===== src/rtl/jam_cost_arbiter.sv =====
// jam_cost_arbiter: round-robin burst arbiter sharing one combinational cost-ROM port between search engines
module jam_cost_arbiter #(
   parameter int N_REQ     = 4,
   parameter int MAX_BURST = 8
) (
   input  logic               CLK,
   input  logic               RST,
   input  logic [N_REQ-1:0]   req,
   input  logic [3*N_REQ-1:0] req_w,
   input  logic [3*N_REQ-1:0] req_j,
   output logic [N_REQ-1:0]   gnt,
   output logic [N_REQ-1:0]   rsp_valid,
   output logic [6:0]         rsp_cost,
   output logic [2:0]         W,
   output logic [2:0]         J,
   input  logic [6:0]         Cost,
   output logic               busy
);
   localparam int PW = $clog2(N_REQ);
   typedef enum logic {IDLE, SERVE} state_t;
   state_t state, state_nxt;
   logic [PW-1:0] ptr, ptr_nxt, win;
   logic [2:0] burst_cnt, cnt_nxt;
   logic [N_REQ-1:0] gnt_nxt;
   logic lookup, last, found, rearb;
   assign busy = |gnt;
   assign lookup = state == SERVE && |(req & gnt);
   assign last = lookup && burst_cnt == 3'(MAX_BURST - 1);
   assign rearb = !lookup || last;
   // rotating-priority winner search and next-state selection; the current owner ranks last
   always_comb begin
      int rank, best;
      rank = 0;
      best = N_REQ + 1;
      win = ptr;
      found = 1'b0;
      for (int i = 0; i < N_REQ; i++) begin
         rank = (i + N_REQ - int'(ptr)) % N_REQ;
         rank = rank == 0 ? N_REQ : rank;
         if (req[i] && rank < best) begin
            best = rank;
            win = PW'(i);
            found = 1'b1;
         end
      end
      state_nxt = state;
      gnt_nxt = gnt;
      ptr_nxt = ptr;
      cnt_nxt = lookup ? burst_cnt + 3'd1 : burst_cnt;
      if (rearb) begin
         state_nxt = found ? SERVE : IDLE;
         gnt_nxt = found ? (N_REQ'(1)) << win : '0;
         ptr_nxt = found ? win : ptr;
         cnt_nxt = '0;
      end
   end
   // ROM address mux: the granted requester's worker/job index, zero when nobody owns the port
   always_comb begin
      W = '0;
      J = '0;
      for (int i = 0; i < N_REQ; i++) begin
         if (gnt[i]) begin
            W = req_w[3*i +: 3];
            J = req_j[3*i +: 3];
         end
      end
   end
   // state, grant and response registers
   always_ff @(posedge CLK) begin
      if (RST) begin
         state <= IDLE;
         gnt <= '0;
         ptr <= '0;
         burst_cnt <= '0;
         rsp_valid <= '0;
         rsp_cost <= '0;
      end else begin
         state <= state_nxt;
         gnt <= gnt_nxt;
         ptr <= ptr_nxt;
         burst_cnt <= cnt_nxt;
         rsp_valid <= lookup ? gnt : '0;
         if (lookup) rsp_cost <= Cost;
      end
   end
endmodule

===== config.mk =====
export PLATFORM = sky130hd
export DESIGN_NAME = jam_cost_arbiter
export DESIGN_NICKNAME = d
export VERILOG_FILES = /design/src/rtl/jam_cost_arbiter.sv
export SDC_FILE = /design/constraint.sdc
export NUM_CORES = 1
export LEC_CHECK = 0
export ABC_AREA = 1
export CORE_UTILIZATION = 38
export CTS_CLUSTER_SIZE = 25
export DETAILED_ROUTE_END_ITERATION = 10
export PLACE_DENSITY_LB_ADDON = 0.08
export SLEW_MARGIN = 5
export SYNTH_ARGS = -nofsm -noshare
export SYNTH_HDL_FRONTEND = slang
export SYNTH_SLANG_ARGS = --single-unit
export TNS_END_PERCENT = 5

===== constraint.sdc =====
create_clock -name CLK -period 3.3 [get_ports CLK]
set_input_delay 0.825 -clock CLK [delete_from_list [all_inputs] [get_ports CLK]]
set_output_delay 0.825 -clock CLK [all_outputs]
set_load 0.02 [all_outputs]

== Yosys cells after proc, flatten, opt, wreduce, memory -nomap -nowiden ==
Index checks and enable logic that the tools add are counted.

* Register bits: 21
* Input port bits: 37
* Output and inout bits: 22
* Logic and storage cells: 69

* Add/subtract/negate cells: 5
* Order comparisons: 4
* Eq/ne operators: 1
* Shifts and indexed selects: 1
* Muxes and demuxes: 25
* Bitwise operators: 6
* Reductions and logical operators: 21

{| class="wikitable"
|+ Operators with widths
! cell !! number
|-
| $mux 32 || 7
|-
| $logic_not 32->1 || 4
|-
| $lt 32x32->1 || 3
|-
| $lt 32x4->1 const B || 1
|-
| $mux 3 || 8
|-
| $sub 3x2->4 const A || 4
|-
| $reduce_or 2->1 || 6
|-
| $mux 2 || 4
|-
| $reduce_or 4->1 || 2
|-
| $logic_and 1x1->1 || 6
|-
| $mux 1 || 5
|-
| $and 1x1->1 || 4
|-
| $and 4x4->4 || 1
|-
| $mux 4 || 1
|-
| $shl 1x2->4 const A || 1
|-
| $add 3x1->3 const B || 1
|-
| $eq 3x3->1 const B || 1
|-
| $reduce_and 2->1 || 1
|-
| $logic_not 1->1 || 1
|-
| $logic_or 1x1->1 || 1
|-
| $not 1->1 || 1
|}

== Longest topological paths before layout ==
Gate-level depths: netlist of run 1.

* Depth after elaboration: 19
* Depth in mapped cells: 23
* Depth with buffers taken out: 23

== Worst setup path after synthesis of run 1 ==
OpenSTA, ideal clock, no wires.

* Path type: input to register
* From: input req[0]
* To: register gnt[2]
* Library setup time: 0.069 ns
* Data arrival time: 3.278 ns
* Required time: 3.231 ns
* Path slack: -0.047 ns
* Cell stages on the path: 17
* Path buffers: 0
* Cell sequence: inv_2 nor2_1 ha_1 nand2_1 nand2_4 o21ai_0 ha_1 a21oi_1 nand3_4 nand2_1 o21ai_0 ha_1 a21oi_1 nand3_4 nand2_1 nand2_1 o21ai_1

* Longest elaborated chain between the ends: 13
* Elaborated cells between the ends (all ways): 26
* Classes of those cells: 3 x order compare; 1 x shift; 12 x mux; 1 x bitwise; 9 x reduce/logical

{| class="wikitable"
|+ Ends and longest elaborated chain
! what !! RTL line !! source
|-
| start, declared || 8 || <nowiki>input logic [N_REQ-1:0] req,</nowiki>
|-
| $logic_and 1x1->1 || 40 || <nowiki>if (req[i] && rank < best) begin</nowiki>
|-
| $mux 32 || 40 ||
|-
| $lt 32x32->1 || 40 ||
|-
| $logic_and 1x1->1 || 40 ||
|-
| $mux 32 || 40 ||
|-
| $lt 32x32->1 || 40 ||
|-
| $logic_and 1x1->1 || 40 ||
|-
| $mux 32 || 40 ||
|-
| $lt 32x32->1 || 40 ||
|-
| $logic_and 1x1->1 || 40 ||
|-
| $mux 2 || 40 ||
|-
| $shl 1x2->4 || 52 || <nowiki>gnt_nxt = found ? (N_REQ'(1)) << win : '0;</nowiki>
|-
| $mux 4 || 52 ||
|-
| end signal, assigned || 79 || <nowiki>gnt <= gnt_nxt;</nowiki>
|-
| end, declared || 11 || <nowiki>output logic [N_REQ-1:0] gnt,</nowiki>
|}

Several ways; a longest one is shown, not always the timed one.
A chain may end at the register's enable or synchronous reset.

== Worst setup path in the final report of run 1 ==
* From: input req[0]
* To: register ptr[0]

* Longest elaborated chain between the ends: 12
* Elaborated cells between the ends (all ways): 25
* Classes of those cells: 3 x order compare; 11 x mux; 1 x bitwise; 10 x reduce/logical

{| class="wikitable"
|+ Ends and longest elaborated chain
! what !! RTL line !! source
|-
| $logic_and 1x1->1 || 40 ||
|-
| $mux 32 || 40 ||
|-
| $lt 32x32->1 || 40 ||
|-
| $logic_and 1x1->1 || 40 ||
|-
| $mux 32 || 40 ||
|-
| $lt 32x32->1 || 40 ||
|-
| $logic_and 1x1->1 || 40 ||
|-
| $mux 32 || 40 ||
|-
| $lt 32x32->1 || 40 ||
|-
| $logic_and 1x1->1 || 40 ||
|-
| $mux 1 || 40 ||
|-
| $reduce_and 2->1 (no source line) || n/a ||
|-
| end signal, assigned || 80 || <nowiki>ptr <= ptr_nxt;</nowiki>
|-
| end, declared || 22 || <nowiki>logic [PW-1:0] ptr, ptr_nxt, win;</nowiki>
|}

Several ways; a longest one is shown, not always the timed one.

==> results of run 1 <==
synthesized netlist by cell type (all sizes together):
cell type / instances
a21boi: 2
a21oi: 6
a221oi: 6
a31oi: 2
buf: 4
clkbuf: 1
dfxtp: 21
ha: 13
inv: 20
nand2: 41
nand3: 6
nand4: 5
nor2: 33
nor3: 2
o2111ai: 1
o21ai: 13
o31ai: 7
or2: 2
power groups by stage:
stage / Sequential (W) / Combinational (W) / Clock, W
after floorplan: 0.000419 / 0.000818 / 0
after global placement: 0.000393 / 0.00133 / 0
after detailed placement: 0.000394 / 0.00134 / 0
after CTS: 0.000389 / 0.00143 / 0.000126
after global routing: 0.000402 / 0.00164 / 0.000142
final: 0.000391 / 0.00149 / 0.000122
per-stage QoR:
stage,power (W),hold WS [ns]
3_3_place_gp,0.001720,0.4268
4_1_cts,0.001944,0.4478
3_5_place_dp,0.001731,0.4304
6_report,0.002006,0.4417
2_1_floorplan,0.001236,0.4084
5_1_grt,0.002181,0.4562
registers in the layout, summed over array words and instances, names as in the netlist:
register	cells
rsp_valid	4
burst_cnt	3
state	1
gnt	4
ptr	2
rsp_cost	7
repair_timing:
item,in CTS,in global routing
gates cloned,0,0
endpoints found under the setup margin,7,7
resized for setup,13,11
pin swaps,7,4
hold endpoints to repair,0,0
buffers inserted,1,0
worst max-delay path, cell delays in order:
cell and delay (ns):
clkbuf_2 0.10, inv_2 0.07, nor2_4 0.04, ha_2 0.34, nand2_4 0.06, nand2_4 0.11, nor3_4 0.05, a31oi_4 0.15
ha_1 0.25, nand2_1 0.06, inv_1 0.06, nand2_4 0.08, nand3_4 0.09, nand2_1 0.07, o21ai_0 0.08, ha_1 0.31
a21oi_2 0.20, nand3_4 0.14, nand4_1 0.13, nand2_1 0.06, nor2_1 0.08
routing by layer:
layer / part of all wire (%) / routed length, microns / vias to the layer above / GRT usage (%)
met1: 50 / 1783 / 647 / 25.99
met3: 5.8 / 207 / 0 / 4.963
met2: 44 / 1585 / 44 / 29.81
met5: 0 / 0 / - / 0
li1: - / - / 769 / -
met4: 0 / 0 / 0 / 1.744
worst max path at each step:
stage / end / slack [ns] / from / cells past startpoint
floorplan: gnt[2] / 0.02 / req[0] / 17
detailed placement: ptr[1] / -0.72 / req[0] / 18
CTS: ptr[0] / 0.02 / req[0] / 21
finish: ptr[0] / 0.20 / req[0] / 21
global route: ptr[0] / -0.02 / ptr[0] / 21
global placement: gnt[1] / -0.57 / req[0] / 18
area by class of cell:
cell class,instances,area share (%)
Timing Repair Buffer,75,31.69
Multi-Input combinational cell,139,42.13
Tap cell,46,2.584
Clock buffer,3,1.011
Sequential cell,21,18.99
Clock inverter,1,0.2247
Inverter,20,3.371
layout by cell type, fill, tap and decap left out, types with 2 or more instances in the layout:
master           synthesis  routed
nand3_1                  2       2
nand2_2                  3       4
nor2_1                  31      30
inv_1                   16      15
o21ai_1                  3       3
ha_1                    13      10
clkbuf_4                 0       3
nand3_4                  2       2
dfxtp_2                  0       2
o31ai_1                  7       7
ha_2                     0       2
inv_2                    4       5
nand2_1                 35      33
a21oi_1                  6       3
a21boi_0                 2       2
o21ai_0                 10       9
a221oi_1                 6       6
nand4_1                  4       4
a21oi_2                  0       3
nand2_4                  3       4
nand3_2                  2       2
buf_4                    0      17
dfxtp_1                 21      19
clkdlybuf4s50_1          0      56
cells by family (layout without fill, tap and decap cells):
logic type	count (synthesis)	after routing	synth area share, %
and+or+nand+nor	89	89	33.09
AOI/OAI and AO/OA	37	37	17.23
buffers and inverters	25	99	7.201
DFF	21	21	30.63
adders and majority gates	13	13	11.85
==> out/qor.txt, run 1 <==
FF-to-FF End -> ptr[0]
DRT Pass-1 Iters -> 4
Layout cell share with drive strength beyond 1 -> 21.62%
RR Startpoint -> ptr[0]
Drt drc -> 0
Area of the multi-input gates -> 938.4 sq um
Area Growth Syn to Fin -> 62.26%
WL final -> 3576 microns
Crit end category -> register
Setup ws final -> 0.1962 ns
Core area -> 0.003390 sq mm
Placed instance count -> 300
I/O pin cnt -> 59
Core Util, Final -> 65.71%
Initial antenna violation count -> 0
Fill cell count -> 300
Total GRT Usage -> 18.65%
Cts bufs inserted -> 3
Final #Nets -> 310
Sum of negative setup slack -> 0 ns
PwrDens -> 900.6 mW/mm^2
Max_slew headroom -> 64.45%
Synth area leaders -> dfxtp_1 (31%), ha_1 (12%), nand2_1 (9.6%)
Number of buffers added on ports -> 58
Sequential fraction of the synthesis area -> 30.63%
Required time of the worst setup path -> 3.54 ns
Antenna Cells -> 0
First-pass GRT wire length -> 5940 microns
Mapped cell area -> 0.001373 sq mm
Net count after synthesis -> 235
Fin crit share -> 94.05%
DRT iter0 DRCs -> 77
Clock Skew -> 0.008150 ns
Synth top area share -> 30.63%
Post-CTS Hold Fix Bufs -> 0
Clock share of power -> 6.1%
Max-Cap Viols -> 0
Crit path launch type -> input pin
Die W -> 62.10 microns
Yosys reg bits -> 21
Pins Over Slew Limit -> 0
DR WL/cell -> 11.72 microns
Design Area, Final -> 0.002227 sq mm
P_int -> 0.001055 W
Max Clock Freq -> 322.2 MHz
Crit Path Class -> input pin to register
Routability cong. -> 0.7997
DIE AREA -> 0.003856 sq mm
Grt total ovfl -> 0
Site row count -> 21
WHS Endpoint -> burst_cnt[0]
Via density -> 4.787
Critical Path Fanout Max -> 6
Post-route ant nets -> 0
Final count of hold timing violations -> 0
Warning count from the yosys run -> 0
Largest net degree at the start of global routing -> 17
CTS sink count -> 21
Initial Util -> 40.49%
Vias -> 1460
Sequential power share -> 19.5%
Yosys cell types -> 28
Yosys top cell by area -> dfxtp_1
NetSw -> 0.0009513 W
Worst Tran Pin Value -> 0.5325 ns
Status -> completed
Worst EP arrival -> 3.34 ns
Root Driver -> clkbuf_4
R2r setup slk -> 0.21 ns
Gate power share -> 74.4%
Final setup vio count -> 0
Worst VDD drop -> 0.5137 mV
Switching Share -> 47.43%
Chip height -> 62.10 microns
Clock Path Buffers -> 2
Worst hold path stage count -> 1
TritonCTS clock tree -> built
CTS clk-pin slew, worst paths -> 0.12 ns
Placed instance area -> 0.002111 sq mm
Vias in the first global route -> 1270
Clock Latency Late Sink -> 0.30 ns
Worst slack, placed -> -0.7197 ns
H-tree Lvls -> 1
Post-synthesis cell count -> 185
Worst hold path startpoint -> burst_cnt[0]
Reg2Reg Depth -> 20
Final min period -> 3.104 ns
Cell Count, Final, Fillers Out -> 305
Syn Area/Cell -> 7.419 sq um
Register area -> 422.9 sq um
Lkg Pwr -> 0.9545 nW
Worst min path class -> register to register
HPWL Detailed -> 2674 microns
(Power assumes the default switching activity.)
==> inputs of run 2 (changes only) <==
Settings changed: CORE_UTILIZATION 38 to 42.
Clock period 3.3 ns to 2.91 ns, I/O delays scaled along.
==> run 2 against run 1 <==
The flow now finishes with violations (setup timing). Final area rose by 4.8%. First-iteration DRC count up 9.1%. Flip-flop and latch count is the same. Non-clock buffer count rose by 3.
==> out/qor.txt, run 2 (synthesized netlist as in run 1, its figures left out) <==
Status -> complete, but fails checks (was completed)
Failing checks -> setup timing
Uppermost layer routed -> met4 (was met3)
Initial antenna violation count -> 0 (unchanged)
DR WL met3 -> 340 microns (was 207 microns)
CTS clk-pin slew, worst paths -> 0.13 ns (was 0.12 ns)
R2r setup slk -> -0.12 ns (was 0.21 ns)
Worst hold path startpoint -> burst_cnt[0] (unchanged)
First-pass GRT wire length -> 6182 microns (was 5940 microns)
Core area -> 0.003078 sq mm (was 0.003390 sq mm)
DR WL/cell -> 13.39 microns (was 11.72 microns)
Worst Tran Pin Value -> 0.5056 ns (was 0.5325 ns)
CP most frequent cell -> ha_4
Worst slack, placed -> -0.8839 ns (was -0.7197 ns)
Max reg flops -> 7 (unchanged)
RSZ-0062 raised after global routing -> true
Critical Path Source -> ptr[1] (was req[0])
Final count of hold timing violations -> 0 (unchanged)
FF-to-FF End -> ptr[0] (unchanged)
Sequential power share -> 17.0% (was 19.5%)
Max_slew headroom -> 66.24% (was 64.45%)
H-tree Lvls -> 1 (unchanged)
I/O pin cnt -> 59 (unchanged)
Antenna Cells -> 0 (unchanged)
Max Clock Freq -> 330.4 MHz
Pins Over Slew Limit -> 0 (unchanged)
Required time of the worst setup path -> 3.16 ns (was 3.54 ns)
CTS sink count -> 21 (unchanged)
Crit path launch type -> register (was input pin)
Root Driver -> clkbuf_4 (unchanged)
Routability cong. -> 0.7764 (was 0.7997)
Most common cell after layout, fill and taps aside -> clkdlybuf4s50_1 (unchanged)
WL final -> 4098 microns (was 3576 microns)
DRT Pass-1 Iters -> 4 (unchanged)
Crit Path Class -> register to register (was input pin to register)
Max-Cap Viols -> 0 (unchanged)
Worst EP arrival -> 3.28 ns (was 3.34 ns)
Site row count -> 20 (was 21)
Post-route ant nets -> 0 (unchanged)
Cts bufs inserted -> 3 (unchanged)
Grt total ovfl -> 0 (unchanged)
TritonCTS clock tree -> built (unchanged)
Area Growth Syn to Fin -> 70.10% (was 62.26%)
Design Area, Final -> 0.002335 sq mm (was 0.002227 sq mm)
Clock Latency Late Sink -> 0.31 ns (was 0.30 ns)
DIE AREA -> 0.003501 sq mm (was 0.003856 sq mm)
DR WL met2 -> 2068 microns (was 1585 microns)
Sum of negative setup slack -> -0.4430 ns (was 0 ns)
Switching Share -> 48.06% (was 47.43%)
CP max stage delay -> 0.38 ns (was 0.34 ns)
Most frequent cells in the layout -> clkdlybuf4s50_1 (55), nand2_1 (32), nor2_1 (29) (was clkdlybuf4s50_1 (56), nand2_1 (33), nor2_1 (30))
End of the critical path -> ptr[0] (unchanged)
Biggest regs -> rsp_cost x7, gnt x4, rsp_valid x4 (unchanged)
Largest net degree at the start of global routing -> 17 (unchanged)
HPWL Detailed -> 3074 microns (was 2674 microns)
Final setup vio count -> 6 (was 0)
Drt drc -> 0 (unchanged)
Slowest-stage cell, CP -> dfxtp_2 (was ha_2)
Clock Skew -> 0.005178 ns (was 0.008150 ns)
Metal-1 WL -> 1613 microns (was 1783 microns)
Critical Path Fanout Max -> 6 (unchanged)
Placed instance area -> 0.002136 sq mm (was 0.002111 sq mm)
Chip height -> 59.17 microns (was 62.10 microns)
P_int -> 0.001304 W (was 0.001055 W)
Number of buffers added on ports -> 58 (unchanged)
Worst VDD drop -> 0.6456 mV (was 0.5137 mV)
Final min period -> 3.027 ns
RR Startpoint -> ptr[1] (was ptr[0])
Clock share of power -> 5.8% (was 6.1%)
Final #Nets -> 313 (was 310)
DRT iter0 DRCs -> 84 (was 77)
Final Hold Slack -> 0.4486 ns (was 0.4417 ns)
PwrDens -> 1075 mW/mm^2 (was 900.6 mW/mm^2)
Top reg by flops -> rsp_cost (unchanged)
Crit end category -> register (unchanged)
Total GRT Usage -> 23.24% (was 18.65%)
Initial Util -> 44.59% (was 40.49%)
Lkg Pwr -> 0.9844 nW (was 0.9545 nW)
Crit path cell chain -> inv_4, ha_4, nor2_4, ha_4, nand2_4, nand2_8, nor3_4, a31oi_4, ha_4, nand2_2, inv_2, nand2_4, nand3_4, nand2_1, o21ai_1, ha_1, a21oi_2, nand3_4, nand4_1, nand2_1, nor2_1 (was clkbuf_2, inv_2, nor2_4, ha_2, nand2_4, nand2_4, nor3_4, a31oi_4, ha_1, nand2_1, inv_1, nand2_4, nand3_4, nand2_1, o21ai_0, ha_1, a21oi_2, nand3_4, nand4_1, nand2_1, nor2_1)
Setup ws final -> -0.1169 ns (was 0.1962 ns)
Fin crit share -> 104.0%
Die W -> 59.17 microns (was 62.10 microns)
Core Util, Final -> 75.85% (was 65.71%)
Vias -> 1562 (was 1460)
Worst min path class -> register to register (unchanged)
Vias in the first global route -> 1414 (was 1270)
Gate power share -> 77.2% (was 74.4%)
NetSw -> 0.001206 W (was 0.0009513 W)
Clock Path Buffers -> 2 (unchanged)
Via density -> 5.105 (was 4.787)
Reg2Reg Depth -> 21 (was 20)
Layout cell share with drive strength beyond 1 -> 24.81% (was 21.62%)
run 2: changes by cell type in the layout (fill, tap and decap cells not counted), sizes merged:
cell           change
buf                +4
dlygate4sd2        +1
clkdlybuf4s50      -1
clkbuf             -1
run 2: worst min path at each step:
stage / slack [ns] / depth (start not counted) / to
after global placement: 0.42 / 1 / burst_cnt[0]
final: 0.45 / 1 / burst_cnt[0]
after floorplan: 0.41 / 1 / burst_cnt[0]
after CTS: 0.45 / 1 / burst_cnt[0]
after detailed placement: 0.43 / 1 / burst_cnt[0]
after global routing: 0.49 / 1 / burst_cnt[0]
run 2: power by group through the flow:
stage	Combinational [W]	Sequential [W]	Clock [W]
3_5_place_dp	0.00161	0.000428	0
3_3_place_gp	0.00154	0.000425	0
2_1_floorplan	0.000990	0.000476	0
4_1_cts	0.00173	0.000425	0.000143
5_1_grt	0.00209	0.000438	0.000158
6_report	0.00194	0.000426	0.000146
run 2: area by class of cell:
cell class,count,area (sq um)
tap,44,55.05
timing repair buffer,78,729.5
fill,234,743.2
inverter,20,82.58
multi-input combinational,139,1017
clock buffer,3,22.52
sequential,21,422.9
clock inverter,1,5.005
run 2: metrics by stage:
stage	total power, W	std cells
floorplan	0.001466	185
global route	0.002681	306
CTS	0.002300	304
finish	0.002510	306
global placement	0.001964	296
detailed placement	0.002036	296
run 2: worst max-delay path: cells and delay by family, from the launching register on:
| family | cells | cell delay (ns) |
|---|---|---|
| AO/OA/AOI/OAI | 3 | 0.34 |
| adder cells (fa/ha/maj) | 4 | 0.94 |
| buffers and inverters | 2 | 0.10 |
| flip-flops | 1 | 0.38 |
| AND/OR/NAND/NOR | 12 | 1.20 |
run 2: routing by layer:
layer | vias to the layer above | track usage [%]
met5 | - | 0
met4 | 0 | 5.102
met3 | 10 | 4.148
met2 | 71 | 45.29
met1 | 709 | 25.88
li1 | 772 | -
run 2: what timing repair did:
action                     4_1_cts  5_1_grt
setup endpoints to repair        7       13
hold buffers                     0        0
pin swaps                       16       14
gates resized for setup         21       10
setup buffers                    4        2
==> inputs of run 3 (changes only) <==
--- a/config.mk
+++ b/config.mk
@@ -8,3 +8,5 @@
 export ABC_AREA = 1
-export CORE_UTILIZATION = 42
+export CELL_PAD_IN_SITES_DETAIL_PLACEMENT = 0
+export CELL_PAD_IN_SITES_GLOBAL_PLACEMENT = 2
+export CORE_UTILIZATION = 22
 export CTS_CLUSTER_SIZE = 25
--- a/constraint.sdc
+++ b/constraint.sdc
@@ -3,2 +3,2 @@
 set_output_delay 0.7275 -clock CLK [all_outputs]
-set_load 0.02 [all_outputs]
+set_load 0.05 [all_outputs]
==> run 3 against run 2 <==
The flow still finishes with violations (setup timing). Via count down 3.5%. Worst hold slack worse by 0.0050 ns. Die area up 87%. Maximum frequency up 3.6%. Total power up 19%. Critical endpoint unchanged. Sequential power up 4%. Flip-flop and latch count unchanged. Largest power group unchanged. Utilization down 34 points.
==> out/qor.txt, run 3 (synthesized netlist as in run 1, its figures left out) <==
Status -> complete, but fails checks (unchanged)
Failing checks -> setup timing (unchanged)
Clock Latency Late Sink -> 0.26 ns (was 0.31 ns)
DRT iter0 DRCs -> 29 (was 84)
Drt drc -> 0 (unchanged)
CTS clk-pin slew, worst paths -> 0.08 ns (was 0.13 ns)
CTS sink count -> 21 (unchanged)
Fin crit share -> 100.4% (was 104.0%)
Register area -> 425.4 sq um (was 422.9 sq um)
CP most frequent cell -> nand2_1 (was ha_4)
CP max stage delay -> 0.36 ns (was 0.38 ns)
Design Area, Final -> 0.002519 sq mm (was 0.002335 sq mm)
Crit end category -> register (unchanged)
DIE AREA -> 0.006559 sq mm (was 0.003501 sq mm)
Die W -> 80.99 microns (was 59.17 microns)
Cell Count, Final, Fillers Out -> 345 (was 306)
R2r setup slk -> -0.01 ns (was -0.12 ns)
Crit Path Class -> register to register (unchanged)
Area of the multi-input gates -> 0.001018 sq mm (was 0.001017 sq mm)
Most common cell after layout, fill and taps aside -> clkdlybuf4s50_1 (unchanged)
Final #Nets -> 321 (was 313)
Site row count -> 28 (was 20)
Fill cell count -> 614 (was 234)
Max reg flops -> 7 (unchanged)
Top reg by flops -> rsp_cost (unchanged)
Pins Over Slew Limit -> 0 (unchanged)
Critical Path Fanout Max -> 6 (unchanged)
Crit path launch type -> register (unchanged)
Antenna Cells -> 0 (unchanged)
PwrDens -> 1184 mW/mm^2 (was 1075 mW/mm^2)
Number of buffers added on ports -> 58 (unchanged)
Cts bufs inserted -> 3 (unchanged)
DRT Pass-1 Iters -> 4 (unchanged)
End of the critical path -> ptr[0] (unchanged)
TritonCTS clock tree -> built (unchanged)
Reg2Reg Depth -> 22 (was 21)
Placed instance area -> 0.002238 sq mm (was 0.002136 sq mm)
Vias -> 1508 (was 1562)
Lkg Pwr -> 1.050 nW (was 0.9844 nW)
Largest net degree at the start of global routing -> 17 (unchanged)
Gate power share -> 78.8% (was 77.2%)
Root Driver -> clkbuf_8 (was clkbuf_4)
Initial Util -> 23.05% (was 44.59%)
Final setup vio count -> 1 (was 6)
Switching Share -> 49.24% (was 48.06%)
Post-route ant nets -> 0 (unchanged)
Post-CTS Hold Fix Bufs -> 0 (unchanged)
H-tree Lvls -> 1 (unchanged)
Vias in the first global route -> 1453 (was 1414)
DR WL/cell -> 11.85 microns (was 13.39 microns)
RSZ-0062 raised after global routing -> true (unchanged)
Chip height -> 80.99 microns (was 59.17 microns)
Slowest-stage cell, CP -> dfxtp_4 (was dfxtp_2)
First-pass GRT wire length -> 6548 microns (was 6182 microns)
Crit path cell chain -> buf_4, ha_4, ha_4, nand2_4, nand2_8, nor3_4, a31oi_2, ha_1, nand2_1, inv_2, nand2_4, nand3_4, nand2_1, o21ai_1, ha_1, nand2_1, inv_1, nand2_2, nand3_4, nand4_1, nand2_1, nor2_1 (was inv_4, ha_4, nor2_4, ha_4, nand2_4, nand2_8, nor3_4, a31oi_4, ha_4, nand2_2, inv_2, nand2_4, nand3_4, nand2_1, o21ai_1, ha_1, a21oi_2, nand3_4, nand4_1, nand2_1, nor2_1)
P_int -> 0.001513 W (was 0.001304 W)
Most frequent cells in the layout -> clkdlybuf4s50_1 (50), nand2_1 (32), nor2_1 (30) (was clkdlybuf4s50_1 (55), nand2_1 (32), nor2_1 (29))
Layout cell share with drive strength beyond 1 -> 30.00% (was 24.81%)
HPWL Detailed -> 3078 microns (was 3074 microns)
Placed instance count -> 332 (was 296)
FF-to-FF End -> ptr[0] (unchanged)
Clock Path Buffers -> 2 (unchanged)
Core area -> 0.005956 sq mm (was 0.003078 sq mm)
Power, Total -> 0.002981 W (was 0.002510 W)
Setup ws final -> -0.01153 ns (was -0.1169 ns)
Worst EP arrival -> 3.12 ns (was 3.28 ns)
Sequential power share -> 14.9% (was 17.0%)
I/O pin cnt -> 59 (unchanged)
NetSw -> 0.001468 W (was 0.001206 W)
Clock share of power -> 6.4% (was 5.8%)
Area Growth Syn to Fin -> 83.50% (was 70.10%)
Via density -> 4.371 (was 5.105)
Routability cong. -> 0.7064 (was 0.7764)
Max_slew headroom -> 62.87% (was 66.24%)
WL final -> 4088 microns (was 4098 microns)
Worst Tran Pin Value -> 0.5561 ns (was 0.5056 ns)
Critical Path Source -> ptr[0] (was ptr[1])
Biggest regs -> rsp_cost x7, gnt x4, rsp_valid x4 (unchanged)
Max Clock Freq -> 342.3 MHz (was 330.4 MHz)
Final min period -> 2.922 ns (was 3.027 ns)
Grt total ovfl -> 0 (unchanged)
RR Startpoint -> ptr[0] (was ptr[1])
Total GRT Usage -> 12.79% (was 23.24%)
Worst VDD drop -> 0.6297 mV (was 0.6456 mV)
Clock Skew -> 0.005744 ns (was 0.005178 ns)
Sum of negative setup slack -> -0.01153 ns (was -0.4430 ns)
Initial antenna violation count -> 0 (unchanged)
Required time of the worst setup path -> 3.10 ns (was 3.16 ns)
Final count of hold timing violations -> 0 (unchanged)
Max-Cap Viols -> 0 (unchanged)
Final Hold Slack -> 0.4435 ns (was 0.4486 ns)
Worst min path class -> register to register (unchanged)
run 3: power groups by stage:
stage | Combinational (W) | Sequential (W) | Clock, W
final | 0.00235 | 0.000443 | 0.000190
after global routing | 0.00254 | 0.000458 | 0.000210
after CTS | 0.00220 | 0.000442 | 0.000201
after detailed placement | 0.00197 | 0.000444 | 0
after global placement | 0.00198 | 0.000446 | 0
after floorplan | 0.00110 | 0.000589 | 0
run 3: worst max-delay path, delay by kind of cell, from the launching register on:
family | cells | cell delay [ns]
AOI/OAI and AO/OA | 2 | 0.23
buffers and inverters | 3 | 0.22
adders and majority gates | 4 | 0.96
and+or+nand+nor | 13 | 1.07
DFF | 1 | 0.36
run 3: layout make-up:
type	instances	share of cell area, %
Clock buffer	3	1.639
Clock inverter	1	0.1987
Inverter	20	3.179
Multi-Input combinational cell	139	40.44
Sequential cell	21	16.89
Tap cell	75	3.726
Timing Repair Buffer	86	33.93
run 3: worst min path at each step:
stage	startpoint	endpoint	depth (start not counted)
finish	burst_cnt[0]	burst_cnt[0]	1
global route	burst_cnt[0]	burst_cnt[0]	1
CTS	burst_cnt[0]	burst_cnt[0]	1
detailed placement	burst_cnt[0]	burst_cnt[0]	1
global placement	burst_cnt[0]	burst_cnt[0]	1
floorplan	burst_cnt[0]	burst_cnt[0]	1
run 3: per-layer routing:
layer	GRT usage, %	vias to the layer above	wire (microns)
met2	23.03	41	1952
met1	15.35	677	1854
met5	0	-	0
met3	3.596	0	281
met4	1.607	0	0
li1	-	790	-
run 3: stage by stage:
stage / util [%] / setup slack, ns
after floorplan: - / -0.1756
after global placement: 37.58 / -0.8245
after detailed placement: 37.58 / -0.8604
after CTS: 40.90 / -0.1307
after global routing: 42.29 / -0.2127
final: 42.29 / -0.01153
run 3: repair_timing:
action | CTS | global route
resized for setup | 33 | 10
endpoints found under the setup margin | 7 | 7
buffers inserted | 6 | 3
cloned | 0 | 0
pin swaps | 19 | 21
